==> src/rtl/vc_fifo.sv <==
// vc_fifo: NUM_VC independent virtual-channel queues behind one shared write
// port and one shared read port. A round-robin arbiter selects a non-empty VC
// to feed a registered output stage using the valid_out/deq handshake.
// Per-VC full/almost_full flags give upstream routers credit backpressure.
//
// Build option: define VC_FIFO_OVERFLOW_EN to build the sticky overflow flag,
// which sets on any dropped write. Without it, overflow is tied low.
module vc_fifo #(
  parameter int FIFO_WIDTH    = 32,
  parameter int NUM_BIT_DEPTH = 3,
  parameter int NUM_VC        = 4,
  parameter int VC_BITS       = 2,
  parameter int AFULL_THRESH  = 6
) (
  input  logic                  clock,
  input  logic                  reset,
  input  logic [FIFO_WIDTH-1:0] data_in,
  input  logic [VC_BITS-1:0]    enq_vc,
  input  logic                  enq,
  output logic [NUM_VC-1:0]     full,
  output logic [NUM_VC-1:0]     almost_full,
  output logic [FIFO_WIDTH-1:0] data_out,
  output logic [VC_BITS-1:0]    out_vc,
  output logic                  valid_out,
  input  logic                  deq,
  output logic                  overflow
);

  localparam int DEPTH     = 1 << NUM_BIT_DEPTH;
  localparam int PTR_W     = NUM_BIT_DEPTH + 1;
  localparam int ADDR_W    = VC_BITS + NUM_BIT_DEPTH;
  localparam int MEM_WORDS = (1 << VC_BITS) * DEPTH;

  typedef logic [PTR_W-1:0] ptr_t;

  localparam ptr_t                AFULL_CNT = ptr_t'(AFULL_THRESH);
  localparam logic [VC_BITS:0]    VC_LIMIT  = (VC_BITS + 1)'(NUM_VC);
  localparam logic [VC_BITS-1:0]  LAST_VC   = VC_BITS'(NUM_VC - 1);

  // Shared storage, addressed as {vc, slot}; each VC owns DEPTH slots.
  logic [FIFO_WIDTH-1:0] mem [MEM_WORDS];

  ptr_t head  [NUM_VC];
  ptr_t tail  [NUM_VC];
  ptr_t count [NUM_VC];

  logic [NUM_VC-1:0]        nonempty;
  logic [VC_BITS-1:0]       rr_ptr;
  logic [VC_BITS-1:0]       grant;
  logic [VC_BITS-1:0]       cand;
  logic                     grant_valid;
  logic                     load;
  logic                     pop;
  logic                     in_range;
  logic                     target_full;
  logic                     wr;
  logic [NUM_BIT_DEPTH-1:0] wr_addr;
  logic [NUM_BIT_DEPTH-1:0] rd_addr;
  logic [ADDR_W-1:0]        wr_index;
  logic [ADDR_W-1:0]        rd_index;

  // Per-VC occupancy and credit flags, derived from the registered pointers.
  always_comb begin
    for (int v = 0; v < NUM_VC; v++) begin
      count[v]       = tail[v] - head[v];
      nonempty[v]    = (tail[v] != head[v]);
      full[v]        = (tail[v][PTR_W-1] != head[v][PTR_W-1]) &&
                       (tail[v][NUM_BIT_DEPTH-1:0] == head[v][NUM_BIT_DEPTH-1:0]);
      almost_full[v] = (count[v] >= AFULL_CNT);
    end
  end

  // Write decode: accept only in-range VCs that are not full this cycle.
  always_comb begin
    // NOTE: every output of a combinational block gets a default first so no latch is inferred.
    target_full = 1'b0;
    wr_addr     = '0;
    in_range    = ({1'b0, enq_vc} < VC_LIMIT);
    for (int v = 0; v < NUM_VC; v++) begin
      if (enq_vc == VC_BITS'(v)) begin
        target_full = full[v];
        wr_addr     = tail[v][NUM_BIT_DEPTH-1:0];
      end
    end
    wr = enq && in_range && !target_full;
  end

  // Round-robin arbiter: scan from rr_ptr upward with wrap; the scan runs
  // backwards so the candidate closest to rr_ptr is the last one written.
  always_comb begin
    grant       = '0;
    grant_valid = 1'b0;
    rd_addr     = '0;
    cand        = '0;
    for (int i = NUM_VC - 1; i >= 0; i--) begin
      cand = VC_BITS'((int'(rr_ptr) + i) % NUM_VC);
      if (nonempty[cand]) begin
        grant       = cand;
        grant_valid = 1'b1;
        rd_addr     = head[cand][NUM_BIT_DEPTH-1:0];
      end
    end
  end

  assign load     = !valid_out || deq;
  assign pop      = load && grant_valid;
  assign wr_index = {enq_vc, wr_addr};
  assign rd_index = {grant, rd_addr};

  // Pointer and arbiter state: tails advance on accepted writes, the granted
  // head advances when its word moves into the output register.
  always_ff @(posedge clock or posedge reset) begin
    if (reset) begin
      for (int v = 0; v < NUM_VC; v++) begin
        head[v] <= '0;
        tail[v] <= '0;
      end
      rr_ptr <= '0;
    end else begin
      for (int v = 0; v < NUM_VC; v++) begin
        // NOTE: sequential state uses non-blocking assignments so every read sees the pre-edge value.
        if (wr && (enq_vc == VC_BITS'(v))) tail[v] <= tail[v] + ptr_t'(1);
        if (pop && (grant == VC_BITS'(v))) head[v] <= head[v] + ptr_t'(1);
      end
      if (pop) rr_ptr <= (grant == LAST_VC) ? '0 : grant + VC_BITS'(1);
    end
  end

  // Registered output stage; data_out/out_vc hold when nothing is granted.
  always_ff @(posedge clock or posedge reset) begin
    if (reset) begin
      valid_out <= 1'b0;
      data_out  <= '0;
      out_vc    <= '0;
    end else if (load) begin
      if (grant_valid) begin
        data_out  <= mem[rd_index];
        out_vc    <= grant;
        valid_out <= 1'b1;
      end else begin
        valid_out <= 1'b0;
      end
    end
  end

  // Queue storage write port.
  // NOTE: the storage array is not reset; head/tail alone decide which entries are live.
  always_ff @(posedge clock) begin
    if (wr) mem[wr_index] <= data_in;
  end

`ifdef VC_FIFO_OVERFLOW_EN
  logic drop;
  assign drop = enq && !wr;

  // Sticky record of any dropped write (full VC or out-of-range VC).
  always_ff @(posedge clock or posedge reset) begin
    if (reset)     overflow <= 1'b0;
    else if (drop) overflow <= 1'b1;
  end
`else
  assign overflow = 1'b0;
`endif

endmodule

==> config.mk <==
export PLATFORM = sky130hd
export DESIGN_NAME = vc_fifo
export DESIGN_NICKNAME = d
export VERILOG_FILES = /design/src/rtl/vc_fifo.sv
export SDC_FILE = /design/constraint.sdc
export NUM_CORES = 1
export LEC_CHECK = 0
export CELL_PAD_IN_SITES_DETAIL_PLACEMENT = 1
export CELL_PAD_IN_SITES_GLOBAL_PLACEMENT = 1
export CORE_UTILIZATION = 45
export DETAILED_ROUTE_END_ITERATION = 6
export GPL_TIMING_DRIVEN = 1
export PLACE_DENSITY = 0.74
export SYNTH_ARGS = -nofsm -noshare
export SYNTH_HDL_FRONTEND = slang
export SYNTH_SLANG_ARGS = --single-unit
==> constraint.sdc <==
create_clock -name clock -period 5.45 [get_ports clock]
set_input_delay 0.8175 -clock clock [delete_from_list [all_inputs] [get_ports clock]]
set_output_delay 0.8175 -clock clock [all_outputs]
set_load 0.05 [all_outputs]
==> Word-level counts from Yosys, hierarchy flattened <==
Memory sizes are Yosys's and may differ from the RTL's. A register that Yosys moved wholly into a read port is not among the register bits.
Index checks and enable logic that the tools add are counted.
{ "totals": {"in_bits": 38, "out_inout_bits": 44, "ramBits": 1024, "n_memories": 1, "reg_bits": 37} }
{ "op_classes": {"mux": 44, "bitwise": 4, "n_reduce_logical": 20, "addsub": 16, "magnitude_cmp": 12, "n_eq_ne": 18} }
{ "memory_table": {"columns": ["memory", "words", "word_bits", "rd", "rd_ports_with_merged_regs", "wr", "line_no", "source"], "rows": [
  ["mem", 32, 32, 1, 1, 1, "41", "logic [FIFO_WIDTH-1:0] mem [MEM_WORDS];"]
]} }
{ "ops": {"columns": ["cell", "count"], "rows": [
  ["3-bit two-way mux", 16],
  ["4-bit by 1-bit adder with 4-bit output (second input constant)", 8],
  ["4-bit binary-select mux with 2-bit select", 4],
  ["4-bit by 3-bit greater-or-equal comparator with 1-bit output (second input constant)", 4],
  ["4-bit != test", 4],
  ["4-bit subtractor", 4],
  ["1-bit two-way mux", 15],
  ["1-bit logical AND", 14],
  ["3-bit == test", 4],
  ["3-bit greater-or-equal comparator (second input constant)", 4],
  ["2-bit by 3-bit < comparator with 1-bit output (second input constant)", 4],
  ["2-bit NOT with 3-bit output", 4],
  ["2-bit two-way mux", 5],
  ["1-bit binary-select mux with 2-bit select", 4],
  ["2-bit == test (second input constant)", 4],
  ["2-bit by 1-bit adder with 2-bit output (second input constant)", 2],
  ["2-bit adder (second input constant)", 2],
  ["2-bit by 1-bit == test with 1-bit output (second input constant)", 2],
  ["2-bit logical NOT", 2],
  ["1-bit != test", 4],
  ["1-bit logical NOT", 2],
  ["2-bit AND reduction", 1],
  ["1-bit logical OR", 1]
]} }

==> Longest topological paths before layout <==
Gate-level depths: netlist (run 1).
{ "logic_depth": {"depth_word": 10, "ltp_mapped": 17, "mapped_depth_nobuf": 13} }

==> Least setup slack after synthesis (run 1) <==
No wires, ideal clock.
{ "synth_timing": {"kind": "flip-flop to flip-flop", "startpoint": "reg head[13] (netlist name)", "endpoint": "mem mem[13][0], enable pin", "slack_ns": 0.945, "t_required_ns": 5.029, "arrival_ns": 4.084, "stages_incl_launch_ff": 10, "cell_sequence": "dfrtp_1 > inv_1 > ha_1 > nand3_1 > nor2_1 > mux4_2 > nand2b_1 > or3b_2 > clkbuf_1 > nor2_1"} }
{ "synth_via": {"elab_chain_cells": 10} }
{ "synth_rtl": {"columns": ["item", "line_no", "source"], "rows": [
  ["start: declaration", "43", "ptr_t head [NUM_VC];"],
  ["start signal: indexed assignment", "123", "if (pop && (grant == VC_BITS'(v))) head[v] <= head[v] + ptr_t'(1);"],
  ["3-bit == test", "68", "(tail[v][NUM_BIT_DEPTH-1:0] == head[v][NUM_BIT_DEPTH-1:0]);"],
  ["1-bit logical AND", "67", "full[v] = (tail[v][PTR_W-1] != head[v][PTR_W-1]) &&"],
  ["named net full[0]", "20", "output logic [NUM_VC-1:0] full,"],
  ["1-bit two-way mux (4 in a row)", "80", "if (enq_vc == VC_BITS'(v)) begin"],
  ["1-bit logical NOT", "85", "wr = enq && in_range && !target_full;"],
  ["1-bit logical AND", "85", null],
  ["1-bit two-way mux", "149", "if (wr) mem[wr_index] <= data_in;"],
  ["1-bit two-way mux (not written as such)", "149", null],
  ["end: declaration", "41", null]
]} }
The timed path passes the listed nets, and every way through them passes these cells.

==> Worst setup path after layout (run 1) <==
{ "layout_timing": {"startpoint": "reg head[6] (netlist name)", "endpoint": "reg data_out[10] (read register of mem)"} }
{ "layout_via": {"word_cells_on_any_way": 34, "classes_between": "eq/ne: 1; mux: 32; reduce/logical: 1"} }
{ "layout_rtl": {"columns": ["item", "line_no", "source"], "rows": [
  ["4-bit != test *", "66", "nonempty[v] = (tail[v] != head[v]);"],
  ["1-bit binary-select mux with 2-bit select", "97", "if (nonempty[cand]) begin"],
  ["1-bit two-way mux (not written as such)", "97", null],
  ["2-bit two-way mux (3 in a row)", "97", null],
  ["2-bit two-way mux *", "97", null],
  ["named net grant[0]", "49", "logic [VC_BITS-1:0] grant;"],
  ["end: declaration", "22", "output logic [FIFO_WIDTH-1:0] data_out,"]
]} }
The timed path passes the listed nets; every way through them passes the cells marked *. The select of a mux whose other input is x is not followed.
A chain may end at the register's enable or synchronous reset.

==> results.txt, run 1 <==
- Critical Path End: data_out[10]$_DFFE_PP0P_
- Area occupied by registers: 32480 µm²
- Synthesized instance count: 3177
- Critical Setup Path Class: flop to flop
* Fillcell total: 9288
- Avg WL per Cell: 29.57 µm
* Crit path max fanout: 19
- Global routing used 4.334% of the available met3 tracks.
- Of the cells placed in the final design, the portion with a size suffix greater than 1 is 10.63%.
* Transition at the pin with the smallest max-transition slack: 1.390 ns
- Max-slew headroom at the worst pin: 7.028%
* Antenna violations before repair: 4
* Synthesis-to-finish area growth: 15.72%
- The worst setup path is launched from a flop.
- Register bit total from synthesis: 1093
- Number of flops mapped to enable cells by yosys: 1024
* Post-layout minimum cycle time: 5.173 ns
* Arrival time at the worst endpoint: 5.72 ns
* Maximum clock insertion buffer count: 3
* Setup-violating endpoint count in the final report: 0
- Overall die area: 98430 µm²
- For this run, the detailed router's first-pass iteration total came to 5.
- Endpoint of the worst-slack reg-to-reg timing path: data_out[10]$_DFFE_PP0P_
* Starting utilization of the core area: 45.76%
- Setup total negative slack on the finished layout was measured at 0 ns.
- The synthesized netlist contains 74 unique library cells.
- Yosys printed 0 warnings.
- Kind of end point of the critical path: flop
- The clock reaches the later pin of the worst-skew pair after 0.71 ns.
- Post-route fraction of the period consumed by the critical path: 94.93%
* Commonest non-fill, non-tap cell in the layout: sky130_fd_sc_hd__edfxtp_1
* Total standard cell area after synthesis: 43730 µm²
- The run finished with clean final reports.
- CTS sink count: 1093
- Largest net degree at the start of global routing: 115
* Final wirelength: 138.1 mm
* Max Clock Skew: 0.04283 ns
* First-pass GRT wire length: 202.6 mm
- The routed layout has 28810 vias.
* Setup Slack @ Placement: 0.02056 ns
* Reg-to-reg setup timing slack: 0.28 ns
* Core Box Area: 95580 µm²
* H-Tree Level Count: 3
- The via count of the first global-routing pass was 29960.
- Share of flip-flops with an asynchronous set or reset after synthesis: 6.313%
* Worst setup path startpoint: head[6]$_DFFE_PP0P_
- A synthesized cell averages 13.77 µm².
* Nets@finish: 3378
- Sequential area share after synthesis: 74.26%
- In this run the tool buffered the top-level ports with 80 buffer cells.
- For this run, global-route usage on met2 was measured as 45.58%.
* Endpoint required time on the critical path: 6.00 ns
- Most used routing layer in global routing: met2
- Vias per cell: 6.166
* Die W: 313.7 µm
* Reg-to-reg critical path startpoint: head[6]$_DFFE_PP0P_
- The tree is rooted in a sky130_fd_sc_hd__clkbuf_16.
- DRC: 0
- Antenna violation net count after detailed routing: 0
* Hold violation count in the final report: 0
- The number of pins exceeding their max-slew limit in the final report came to 0.
- Depth of the most critical reg-to-reg path: 15
* Met1 track demand over resource in global routing: 38.41%
- Top library cells by usage in the layout, fill and taps aside: sky130_fd_sc_hd__edfxtp_1 (1024), sky130_fd_sc_hd__nand2_1 (840), sky130_fd_sc_hd__nand3_1 (302), sky130_fd_sc_hd__clkbuf_16 (114), sky130_fd_sc_hd__mux2i_1 (103)
* Number of maximum-capacitance constraint violations: 0
- Across all setup checks in the final design, the least slack found is 0.2765 ns.
* Clock transition at the registers of the reported paths: 0.06 ns
- In the final layout, the multi-input gates occupy 10710 µm².
* TritonCTS clock tree: yes
- HPWL Detailed: 83.48 mm
* Number of top-level design ports: 82
- Global Route Usage Sum: 28.04%
- The detailed router finished its first iteration with 3285 violations.
- Y dimension of the die: 313.7 µm
- Setup repair after global routing left no endpoint under its margin.
* Number of rows in the core area: 113
- GP Congestion: 0.8705
- Worst hold path type: flop to flop
- Clock tree synthesis inserted a total of 111 buffers.
* Syn Nets: 3243
- Static timing analysis puts the maximum clock frequency at 0.1933 GHz.
* Primary flip-flop cell chosen by synthesis mapping: sky130_fd_sc_hd__edfxtp_1
- Summed over all layers, the global routing overflow is 0.
==> critical path: stages, from the launching register on <==
cell	delay [ns]
sky130_fd_sc_hd__dfrtp_1	0.39
sky130_fd_sc_hd__inv_1	0.16
sky130_fd_sc_hd__ha_1	0.38
sky130_fd_sc_hd__nand3_1	0.25
sky130_fd_sc_hd__nor2_2	0.44
sky130_fd_sc_hd__a211oi_1	0.22
sky130_fd_sc_hd__or3_1	0.56
sky130_fd_sc_hd__inv_1	0.32
sky130_fd_sc_hd__nor4_4	0.05
sky130_fd_sc_hd__buf_4	0.24
sky130_fd_sc_hd__and2_1	0.18
sky130_fd_sc_hd__buf_4	0.24
sky130_fd_sc_hd__and2_1	0.32
sky130_fd_sc_hd__a21boi_1	0.20
sky130_fd_sc_hd__a2111oi_1	0.90
sky130_fd_sc_hd__nand4_1	0.18
==> final cells by class <==
type | count | area share [%]
flip-flops and latches | 1093 | 64.17
inverters | 29 | 0.2200
diodes | 1 | 0.004945
repair buffers | 203 | 4.030
well taps | 1265 | 3.128
multi-input cells | 1874 | 21.16
clock buffers | 161 | 6.263
clock inverters | 46 | 1.021
==> per-layer routing <==
layer  vias up  routed length, µm
met4         2               5007
li1      12150                  -
met1     14930              55360
met3       316              11690
met2      1413              66080
met5         -                  7
==> flip-flops by register name (all words and copies together), names as in the netlist <==
signal	flops
rr_ptr	2
out_vc	2
head	16
data_out	32
mem	1024
valid_out	1
tail	16
==> timing repair <==
action | 4_1_cts | 5_1_grt
hold buffers | 0 | 0
gates cloned | 0 | 0
resized for setup | 1 | 5
setup endpoints to repair | 1 | 5
buffers inserted | 0 | 0
==> cells by family (layout without fill, tap and decap cells) <==
| kind of cell | count (synthesis) | count (layout) | synth area share, % |
|---|---|---|---|
| and+or+nand+nor | 1299 | 1299 | 12.70 |
| DFF | 1093 | 1093 | 74.26 |
| AOI/OAI and AO/OA | 392 | 392 | 6.592 |
| buffers and inverters | 210 | 439 | 2.011 |
| muxes | 115 | 115 | 2.744 |
| xor gates and xnor gates | 39 | 39 | 0.8154 |
| adders and majority gates | 28 | 28 | 0.8698 |
| other | 1 | 2 | 0.008575 |
==> synth_stat cells (all sizes together) (8+ instances only) <==
master	instances	area share, %
a21o	22	0.38
nor2	61	0.53
a21oi	54	0.66
nand2	842	7.2
mux2i	103	2.4
xnor2	20	0.40
dfrtp	69	3.9
a311oi	18	0.36
inv	28	0.24
o22ai	17	0.24
nand3	302	3.5
xor2	19	0.41
nor3	12	0.17
a31oi	48	0.70
buf	81	0.90
o2bb2ai	17	0.34
o221ai	8	0.16
o21ai	50	0.57
ha	24	0.69
clkbuf	100	0.86
and3	25	0.36
a221oi	8	0.16
mux2	9	0.23
edfxtp	1024	70
nand4	22	0.31
a32oi	73	1.5
a32o	18	0.41
==> through the flow <==
stage	hold slack [ns]	instances	util, %	instance area (µm²)
4_1_cts	0.5216	4671	52.93	50590
5_1_grt	0.5339	4671	52.95	50600
3_5_place_dp	0.5080	4464	49.07	46900
3_3_place_gp	0.4918	4464	49.07	46900
6_report	0.5074	4672	52.95	50610
2_1_floorplan	0.4669	3177	-	43730
==> worst min-delay path by stage <==
| stage | from | end | slack, ns | depth (start not counted) |
|---|---|---|---|---|
| floorplan | head[6]$_DFFE_PP0P_ | head[6]$_DFFE_PP0P_ | 0.47 | 1 |
| global placement | head[6]$_DFFE_PP0P_ | head[6]$_DFFE_PP0P_ | 0.49 | 1 |
| detailed placement | out_vc[1]$_DFFE_PP0P_ | out_vc[1]$_DFFE_PP0P_ | 0.51 | 2 |
| CTS | out_vc[1]$_DFFE_PP0P_ | out_vc[1]$_DFFE_PP0P_ | 0.52 | 2 |
| global route | out_vc[1]$_DFFE_PP0P_ | out_vc[1]$_DFFE_PP0P_ | 0.53 | 2 |
| finish | out_vc[1]$_DFFE_PP0P_ | out_vc[1]$_DFFE_PP0P_ | 0.51 | 2 |
Power of run 1 is not shown: default switching activity piles up to over one toggle a cycle in this logic, so the estimate is an artifact.
==> run 2: changes to the inputs <==
==> constraint.sdc (replaced) <==
create_clock -name clock -period 5.3 [get_ports clock]
set_input_delay 0.795 -clock clock [delete_from_list [all_inputs] [get_ports clock]]
set_output_delay 0.795 -clock clock [all_outputs]
set_load 0.02 [all_outputs]
==> results.txt, run 2 (same netlist as run 1, synthesis figures left out) <==
* Setup crit start kind: flop
* Hold violation count in the final report: 0
- Max-cap violations in this run came to 0.
- Post-layout minimum cycle time: 5.012 ns
- Wire length on met1: 55.27 mm
* Max Used Layer: met4
* Largest net degree at the start of global routing: 99
- Vias per cell: 6.175
- Buffers added to address setup during post-CTS repair amount to 0.
- Total count of max-transition violations in the final report: 0
- DRC: 0
- In this run the remaining antenna-violating nets after routing total 0.
- Crit path max fanout: 37
* Largest regs: mem (1024), data_out (32)
- Setup TNS: 0 ns
- Worst hold path type: flop to flop
- The clock reaches the later pin of the worst-skew pair after 0.70 ns.
- Endpoint required time on the critical path: 5.82 ns
- Core Box Area: 95580 µm²
* Kind of end point of the critical path: flop
* Avg WL per Cell: 29.65 µm
- Placed Cells incl. Taps: 4465
- After detailed routing, the met3 layer carries 12.11 mm of wire.
* CP Cell Sequence: inv_1, ha_1, nand3_1, buf_4, nor2_1, a221oi_1, a211oi_2, buf_4, a21o_4, buf_12, mux2i_1, o22ai_1, a2111oi_0, nand4_1
- The die covers 98430 µm².
- The flow ran to the end, and the final reports show no timing, DRC or antenna violations.
* Final std cells w/o fill: 4673
* Congestion Overflow GR: 0
* Max Clock Skew: 0.03357 ns
- Cell at the root of the clock tree: sky130_fd_sc_hd__clkbuf_16
- Arrival time at the worst endpoint: 5.53 ns
* CTS sink count: 1093
- Setup repair after global routing left no endpoint under its margin.
- GP Congestion: 0.8716
- No sink is reached through more buffers than the 3 on the longest clock path.
- The count of buffers added on input and output ports is 80.
* Number of rows in the core area: 113
- First-pass GRT wire length: 203.3 mm
- Number of iterations in the first detailed-routing pass: 5
* Achievable Freq: 0.1995 GHz
* Nets@finish: 3379
- Routed via count: 28860
- Die W: 313.7 µm
- Met2 wire len: 66.68 mm
- Hold bufs inserted after CTS: 0
- Post-route fraction of the period consumed by the critical path: 94.56%
- Cells with a size suffix above 1 make up 10.50% of the layout.
* Slowest cell on crit path: sky130_fd_sc_hd__a2111oi_0
- Final wirelength: 138.5 mm
- DRT iter0 DRCs: 3561
* Commonest non-fill, non-tap cell in the layout: sky130_fd_sc_hd__edfxtp_1
- Top reg by flops: mem
- Critical Setup Path Class: flop to flop
* HPWL Detailed: 82.24 mm
- Global Route Usage Sum: 28.12%
- For this design the top-level I/O count stands at 82.
- H-Tree Level Count: 3
* TritonCTS buffer count: 111
* Number of global-route vias before repair: 30340
- By instance count, the cell type seen most on the critical path is sky130_fd_sc_hd__buf_4.
- Flip-flop count of the largest register, all copies and words added: 1024
* Starting utilization of the core area: 45.76%
* Antenna diode instance count: 0
- TritonCTS built the clock tree.
* Transition at the pin with the smallest max-transition slack: 1.381 ns
- The kind of cell with the highest combined delay along the critical path is compound AO/OA/AOI/OAI gates.
- Top library cells by usage in the layout, fill and taps aside: sky130_fd_sc_hd__edfxtp_1 (1024), sky130_fd_sc_hd__nand2_1 (840), sky130_fd_sc_hd__nand3_1 (302), sky130_fd_sc_hd__clkbuf_16 (112), sky130_fd_sc_hd__mux2i_1 (103)
* Antenna violations before repair: 0
- The floorplan step set the die height to 313.7 µm.
- Setup violations remaining at the end of the flow were counted as 0.
- Counting both buffers and inverters, the worst setup path holds a total of 4.
* Delay of the slowest cell on the worst path: 0.76 ns
* Clock transition at the registers of the reported paths: 0.06 ns
- Synthesis-to-finish area growth: 15.51%
- Headroom to the max-slew limit came out at 7.626%.
-- run 2: cell count changes in the layout (fill, tap and decap cells not counted), sizes merged --
cell | previous run | this run
clkbuf | 161 | 170
inv | 32 | 34
clkdlybuf4s50 | 78 | 77
clkinvlp | 2 | 1
clkinv | 31 | 26
diode | 1 | 0
buf | 125 | 127
bufinv | 10 | 6
-- run 2: cell type report --
class / count / area (µm²)
well taps: 1265 / 1583
fillers: 9348 / 45060
multi-input cells: 1874 / 10700
inverters: 29 / 111.4
flip-flops and latches: 1093 / 32480
clock buffers: 170 / 3171
clock inverters: 38 / 397.9
repair buffers: 204 / 2079
-- run 2: per-stage QoR --
step | hold WS, ns | cell area [µm²] | utilization (%) | setup WS (ns)
floorplan | 0.4669 | 43730 | - | 0.9337
global placement | 0.4684 | 46960 | 49.13 | 0.4655
detailed placement | 0.4894 | 46960 | 49.13 | 0.3828
CTS | 0.5026 | 50530 | 52.87 | 0.2855
global route | 0.5162 | 50510 | 52.85 | 0.05906
finish | 0.4958 | 50510 | 52.85 | 0.2884
-- run 2: layer usage --
metal	track usage (%)	up-vias
met5	0	-
met4	9.667	0
met3	5.304	285
met2	46.01	1380
met1	37.74	15050
li1	-	12140
-- run 2: final timing paths --
kind / startpoint / end / slack [ns] / depth (start not counted)
min in group asynchronous: reset / head[0]$_DFFE_PP0P_ / 0.52 / 2
max: head[13]$_DFFE_PP0P_ / data_out[0]$_DFFE_PP0P_ / 0.29 / 14
max reg2reg: head[13]$_DFFE_PP0P_ / data_out[0]$_DFFE_PP0P_ / 0.29 / 14
min reg2reg: out_vc[0]$_DFFE_PP0P_ / out_vc[0]$_DFFE_PP0P_ / 0.50 / 1
min: out_vc[0]$_DFFE_PP0P_ / out_vc[0]$_DFFE_PP0P_ / 0.50 / 1
max in group asynchronous: reset / data_out[18]$_DFFE_PP0P_ / 3.55 / 3
-- run 2: repair_timing --
item,CTS,global route
gates resized for setup,0,1
endpoints found under the setup margin,0,1
hold endpoints to repair,0,0
-- run 2: worst register-to-register path, stage by stage, from the launching register on --
cell,delay [ns]
sky130_fd_sc_hd__dfrtp_1,0.53
sky130_fd_sc_hd__inv_1,0.12
sky130_fd_sc_hd__ha_1,0.34
sky130_fd_sc_hd__nand3_1,0.17
sky130_fd_sc_hd__buf_4,0.21
sky130_fd_sc_hd__nor2_1,0.48
sky130_fd_sc_hd__a221oi_1,0.23
sky130_fd_sc_hd__a211oi_2,0.19
sky130_fd_sc_hd__buf_4,0.20
sky130_fd_sc_hd__a21o_4,0.58
sky130_fd_sc_hd__buf_12,0.33
sky130_fd_sc_hd__mux2i_1,0.31
sky130_fd_sc_hd__o22ai_1,0.17
sky130_fd_sc_hd__a2111oi_0,0.76
sky130_fd_sc_hd__nand4_1,0.22
Power of run 2 is left out for the same reason.
